===== config.mk =====
export PLATFORM = sky130hd
export DESIGN_NAME = binary_to_hex_to_seven_seg
export DESIGN_NICKNAME = d
export VERILOG_FILES = /design/src/rtl/binary_to_hex_to_seven_seg.sv
export SDC_FILE = /design/constraint.sdc
export NUM_CORES = 1
export LEC_CHECK = 0
export ABC_AREA = 1
export BUFFER_PORTS_ARGS = -buffer_cell sky130_fd_sc_hd__buf_2
export CORE_ASPECT_RATIO = 1.1
export CORE_MARGIN = 2
export CORE_UTILIZATION = 55
export DETAILED_ROUTE_END_ITERATION = 7
export PLACE_DENSITY_LB_ADDON = 0.05
export SETUP_SLACK_MARGIN = 0.02
export SLEW_MARGIN = 25
export SYNTH_ARGS = -nofsm -noshare
export SYNTH_HDL_FRONTEND = slang
export SYNTH_SLANG_ARGS = --single-unit

===== constraint.sdc =====
create_clock -name CLK -period 1.5 [get_ports CLK]
set_input_delay 0.075 -clock CLK [delete_from_list [all_inputs] [get_ports CLK]]
set_output_delay 0.075 -clock CLK [all_outputs]
set_load 0.01 [all_outputs]

===== src/rtl/binary_to_hex_to_seven_seg.sv =====
// Signed 32-bit register value to sign digit plus 8 decimal digit codes.
// Sequential double-dabble, re-run continuously; outputs refresh once per 34-cycle pass.
module binary_to_hex_to_seven_seg #(
  parameter int unsigned NUM_BITS   = 32,
  parameter int unsigned NUM_DIGITS = 8
) (
  input  logic                CLK,
  input  logic                RST,
  input  logic [NUM_BITS-1:0] registerToOutput,
  output logic [3:0]          hex8,
  output logic [3:0]          hex7,
  output logic [3:0]          hex6,
  output logic [3:0]          hex5,
  output logic [3:0]          hex4,
  output logic [3:0]          hex3,
  output logic [3:0]          hex2,
  output logic [3:0]          hex1,
  output logic [3:0]          hex0
);

  localparam int unsigned BCD_W = (NUM_DIGITS + 2) * 4;
  localparam int unsigned DIG_W = NUM_DIGITS * 4;
  localparam int unsigned CNT_W = $clog2(NUM_BITS + 1);

  typedef enum logic [1:0] {CAPTURE, CONVERT, UPDATE} state_t;

  state_t              state, state_n;
  logic                sign;
  logic [NUM_BITS-1:0] mag;
  logic [BCD_W-1:0]    bcd, adj;
  logic [CNT_W-1:0]    cnt;
  logic [3:0]          hex8_r;
  logic [DIG_W-1:0]    disp;
  logic                ovf;

  always_comb begin
    adj = bcd;
    for (int unsigned i = 0; i < BCD_W / 4; i++) begin
      if (bcd[4*i +: 4] >= 4'd5) adj[4*i +: 4] = bcd[4*i +: 4] + 4'd3;
    end
  end

  // Anything in the two top BCD nibbles means the value needs more than 8 digits.
  assign ovf = (bcd[BCD_W-1:DIG_W] != '0);

  always_comb begin
    state_n = state;
    case (state)
      CAPTURE: state_n = CONVERT;
      CONVERT: if (cnt == CNT_W'(NUM_BITS - 1)) state_n = UPDATE;
      UPDATE:  state_n = CAPTURE;
      default: state_n = CAPTURE;
    endcase
  end

  always_ff @(posedge CLK) begin
    if (RST) begin
      state  <= CAPTURE;
      sign   <= 1'b0;
      mag    <= '0;
      bcd    <= '0;
      cnt    <= '0;
      hex8_r <= 4'hF;
      disp   <= '0;
    end else begin
      state <= state_n;
      case (state)
        CAPTURE: begin
          sign <= registerToOutput[NUM_BITS-1];
          mag  <= registerToOutput[NUM_BITS-1] ? (~registerToOutput + NUM_BITS'(1))
                                               : registerToOutput;
          bcd  <= '0;
          cnt  <= '0;
        end
        CONVERT: begin
          {bcd, mag} <= {adj[BCD_W-2:0], mag, 1'b0};
          cnt        <= cnt + CNT_W'(1);
        end
        UPDATE: begin
          if (ovf) begin
            hex8_r <= 4'hE;
            disp   <= '1;
          end else begin
            hex8_r <= sign ? 4'hA : 4'hF;
            disp   <= bcd[DIG_W-1:0];
          end
        end
        default: ;
      endcase
    end
  end

  assign hex8 = hex8_r;
  assign hex7 = disp[31:28];
  assign hex6 = disp[27:24];
  assign hex5 = disp[23:20];
  assign hex4 = disp[19:16];
  assign hex3 = disp[15:12];
  assign hex2 = disp[11:8];
  assign hex1 = disp[7:4];
  assign hex0 = disp[3:0];

endmodule


---- Word level (Yosys, flattened, before mapping) ----
Index checks and enable logic that the tools add are counted.
cells by class
  $add $sub $neg .......................... 12
  $mul .................................... 0
  divide/modulo/power cells ............... 0
  order comparisons ....................... 10
  equal/unequal tests ..................... 4
  shift operators ......................... 0
  mux-type cells .......................... 19
  bitwise gates (word level) .............. 1
  reductions and logical operators ........ 3
operator list
  operator               count
  $pmux 40 s2            1
  $mux 32                2
  $pmux 32 s2            1
  $ge 4x3->1 const B     10
  $add 4x2->4 const B    9
  $mux 4                 9
  $add 32x1->32 const B  1
  $not 32->32            1
  $pmux 6 s2             1
  $mux 3                 3
  $reduce_bool 8->1      1
  $add 6x1->6 const B    1
  $eq 6x5->1 const B     1
  $pmux 2 s2             1
  $add 3x2->3 const B    1
  $eq 2x1->1 const B     1
  $eq 2x2->1 const B     1
  $logic_not 2->1        1
  $mux 2                 1
  $ne 2x2->1 const B     1
  $reduce_bool 2->1      1
word-level totals
  register bits after elaboration ......... 117
  latch bits .............................. 0
  bits in writable memories ............... 0
  memory bits (read-only) ................. 0
  output and inout bits ................... 36
  memories ................................ 0

---- Longest topological paths before layout ----
  depth in word-level cells ............... 4
  gate-level depth with buffers ........... 11

---- Worst setup path before layout ----
Ideal clock, no wire load.
  kind .................................... register -> register
  start point ............................. register bcd[0]
  end point ............................... register bcd[4]
  library setup time ...................... 0.065 ns
  data arrival time ....................... 1.330 ns
  data required time ...................... 1.435 ns
  path slack .............................. 0.105 ns
  cell stages (with the launch flop) ...... 9
  path through ............................ dfxtp_1 inv_1 ha_1 or2_2 nand3_2 inv_1 nor3_1 a21oi_1 nor2_1
on the way
  cells in the longest elaborated chain, start to end .. 3
  elaborated cells on any way between the ends .. 4
RTL lines
  element                                    line  RTL
  start, declared                            30    logic [BCD_W-1:0] bcd, adj;
  start signal, assigned                     76    {bcd, mag} <= {adj[BCD_W-2:0], mag, 1'b0};
  $add 4x2->4 or $ge 4x3->1 (tied branches)  39    if (bcd[4*i +: 4] >= 4'd5) adj[4*i +: 4] = bcd[4*i +: 4] + 4'd3;
  $mux 4 *                                   39
  $pmux 40 s2 *                              67    case (state)
Every way passes the cells marked *; elsewhere a longest branch is shown, timed or not.
A chain may end at the register's enable or synchronous reset.

---- Worst setup path after layout ----
  start point ............................. register bcd[16]
  end point ............................... register bcd[20]
Same word-level chain as after synthesis.

==> impl_metrics.csv <==
group,metric,value,unit
drt,num_vias,6246,
drt,ant_nets,0,
clock_network,worstSkewPairLatency,410,ps
setup_path,max_stage_delay,330,ps
yosys,synth.area.mux_share,0,
setup_path,path_common_cell,"inv_1",
yosys,synth_seq_cells,115,
worst_hold_path,min_path_cells,4,
power,cellPowerDensity,1050,nW/µm²
yosys,synth_edf_count,0,
setup_path,path_cells,"inv_1 > ha_2 > or2_1 > nand3_2 > inv_1 > nor3_2 > a21oi_1 > nor2_1",
worst_hold_path,hp-class,"in -> reg",
yosys,synthFlopType,"dfxtp_1",
layout,n_antenna_cell,0,
layout,area.growth.synth_to_final,23.9,%
yosys,synthSimpleGateAreaFrac,0.254,
floorplanning,dieArea,12300,µm²
yosys,synth_top_family_by_area,"simple AND/OR/NAND/NOR gates",
setup_path,crit_type,"reg -> reg",
setup_path,rr_endpoint,"bcd[20]",
layout,final_cell_area,7770,µm²
drt,viasPerCell,5.46,
setup_path,cp-end-kind,"flip-flop",
floorplanning,core,11000,µm²
placed_design,io_buffers,67,
clock_network,htreeDepth,4,
timing,hold_ws,2.38,ps
power,power.leakage,3.19,nW
yosys,syn_inst,898,
clock_network,clk_pin_slew,50,ps
global_routing,grt_max_degree,61,
timing,hold_viol,0,
yosys,yosysTopAreaCell,"dfxtp_1",
global_routing,overflow,0,
job,drv_cap,0,
setup_path,path_max_fanout,4,
yosys,ys_seq_area_frac,0.367,
timing,period_share,0.937,
timing,fmax,0.711,GHz
layout,n_fill_cell,908,
drt,wl_per_cell,14.1,µm
floorplanning,io_pins,70,
global_routing,met3_usage,0.0450,
timing,final-setup-viol-count,0,
global_routing,grtUsageTotal,0.253,
drt,drc,0,
global_routing,antenna_found_initial,0,
outcome,status,"finished clean",
global_routing,first_global_vias,5671,
floorplanning,die_height,116,µm
clock_network,cts_max_path_buffers,2,
yosys,synth_compound_area_frac,0.203,
yosys,synth_xor_area_frac,0.0140,
timing,rsz0062_at_grt,"true",
setup_path,critPathSlowestCell,"dfxtp_1",
setup_path,crit_family,"simple AND/OR/NAND/NOR gates",
global_routing,met2_usage,0.460,
clock_network,cts_tree,"built",
worst_hold_path,min_from,"registerToOutput[29]",
timing,finClkSkew,5.92,ps
timing,period_needed,1410,ps
global_routing,grt_util_met1,0.298,
yosys,postSynthAreaPerCell,6.99,µm²
setup_path,cp.buffers_inverters,2,
clock_network,cts_sinks,115,
placed_design,dpl.hpwl,10600,µm
placed_design,place.gp.congestion,0.859,
yosys,synth_adder_area_share,0.0478,
setup_path,arrival,1750,ps
global_routing,grt_first_pass_wirelength,25200,µm
yosys,synthArstFlopShare,0,
drt,drt_iter0_drc,365,
layout,multi_input_area,3370,µm²
floorplanning,rows,40,
clock_network,cts-root-buf,"clkbuf_16",
clock_network,numCtsBuffers,17,
yosys,syn_area,6280,µm²
layout,seqCellArea,2310,µm²
yosys,synth.area.top_cells,"dfxtp_1 (37%), nand2_1 (9.7%), inv_1 (6.7%)",
setup_path,required,1850,ps
yosys,synth.distinct_cells,41,
layout,drive_above_1_share,0.218,
yosys,yosys_warnings,0,
layout,finalNetCount,1041,
setup_path,critPathLaunchType,"flip-flop",
setup_path,rr_startpoint,"bcd[16]",
worst_hold_path,hold_path_end,"mag[29]",
timing,drv_slew,0,
setup_path,rr_worst_depth,8,
drt,wl,16100,µm
yosys,yosysTopAreaCellShare,0.367,
placed_design,dpl_cell_area,6840,µm²
floorplanning,floorplan.initialDensity,0.570,
floorplanning,dieWidth,106,µm
drt,first_pass_iters,5,
setup_path,rrSetupSlack,90,ps
global_routing,grt_busiest_layer,"met2",
power,ir_drop,619,µV
-- tightest hold or removal path: stages --
cell and delay [ps]:
buf_2 110, nand2_1 50, nand3_1 70, a21oi_1 60
-- worst max-delay path by stage --
stage               startpoint      end  cells past startpoint  slack (ps)
floorplan               bcd[0]   bcd[4]                      8         110
global placement       bcd[17]  bcd[20]                      8          60
detailed placement     bcd[29]  bcd[32]                      8          -4
CTS                    bcd[13]  bcd[16]                      8          20
global route           bcd[13]  bcd[16]                      8          -8
finish                 bcd[16]  bcd[20]                      8          90
-- cell usage after synthesis, types with 2 or more instances --
master and number:
nor2_2 8, clkbuf_1 14, a21oi_2 5, nand2_1 163
o22ai_1 16, or2_1 7, a21oi_1 70, buf_6 2
xor2_1 10, inv_1 112, dfxtp_1 115, buf_1 4
nand3_2 4, o21bai_1 2, and3_1 3, o21ai_2 3
o21ai_0 64, nor2_4 3, nor2_1 53, nor3_1 12
nand3b_1 5, a31oi_1 44, nand2_2 6, o211ai_1 5
buf_2 17, ha_1 24, nand3_1 76, nand4_1 8
o21ai_1 10, a21boi_0 3, buf_4 11, inv_2 10
-- layer usage --
layer	up-vias	share of wire
met4	0	0.019
met2	183	0.51
li1	3152	-
met1	2885	0.43
met3	26	0.048
met5	-	0
-- cells by family (layout without fill, tap and decap cells) --
kind of cell | count (synthesis) | count (layout)
buffers and inverters | 170 | 267
AOI/OAI and AO/OA | 226 | 226
other | 1 | 2
and+or+nand+nor | 352 | 352
xor gates and xnor gates | 10 | 10
DFF | 115 | 115
adders and majority gates | 24 | 24
-- layout by cell type (no fill, tap or decap), types with 7 or more instances in the layout --
cell | Yosys | layout
nand2_1 | 163 | 163
inv_1 | 112 | 106
dfxtp_1 | 115 | 105
a21oi_1 | 70 | 70
nand3_1 | 76 | 69
buf_2 | 17 | 67
o21ai_0 | 64 | 64
nor2_1 | 53 | 50
a31oi_1 | 44 | 44
buf_4 | 11 | 34
ha_1 | 24 | 20
clkbuf_16 | 0 | 18
inv_2 | 10 | 16
o22ai_1 | 16 | 16
o21ai_1 | 10 | 10
nand3_2 | 4 | 10
xor2_1 | 10 | 10
nor2_2 | 8 | 10
dfxtp_2 | 0 | 10
nor3_2 | 0 | 8
nand4_1 | 8 | 8
or2_1 | 7 | 7
-- per-stage QoR --
stage / util / TNS, ps / power, mW / cells / worst slack (ps)
floorplan: - / 0 / 3.58 / 899 / 105
global placement: 0.621 / 0 / 3.75 / 1094 / 60.9
detailed placement: 0.621 / -4.96 / 3.76 / 1094 / -3.96
CTS: 0.690 / 0 / 8.22 / 1131 / 21.6
global route: 0.706 / -8.58 / 8.44 / 1143 / -7.93
finish: 0.706 / 0 / 8.20 / 1143 / 94.2
-- power breakdown --
group	leakage, nW	internal, mW	total, mW	switching, mW
combinational	1.93	0.209	0.570	0.361
sequential	0.938	3.12	3.15	0.0265
clock	0.327	3.12	4.48	1.36
total	3.19	6.45	8.20	1.75
-- final cells by class --
type | instances | area share
clock buffer | 23 | 0.0628
clock inverter | 9 | 0.0224
inverter | 122 | 0.0589
multi-input combinational | 614 | 0.433
sequential | 115 | 0.298
tap | 147 | 0.0237
timing repair buffer | 113 | 0.101
-- registers in the layout, indices dropped and copies added (netlist names) --
register and count:
disp 32, sign 1, mag 32, hex8 2, bcd 40, state 2
cnt 6
-- timing repair --
| item | CTS | global route |
|---|---|---|
| endpoints found under the hold margin | 5 | 0 |
| pin swaps | 0 | 13 |
| gates cloned | 0 | 1 |
| hold buffers | 5 | 0 |
| resized for setup | 9 | 29 |
| setup buffers | 0 | 11 |
| setup endpoints to repair | 7 | 38 |
Power figures use the tool's default switching activity.
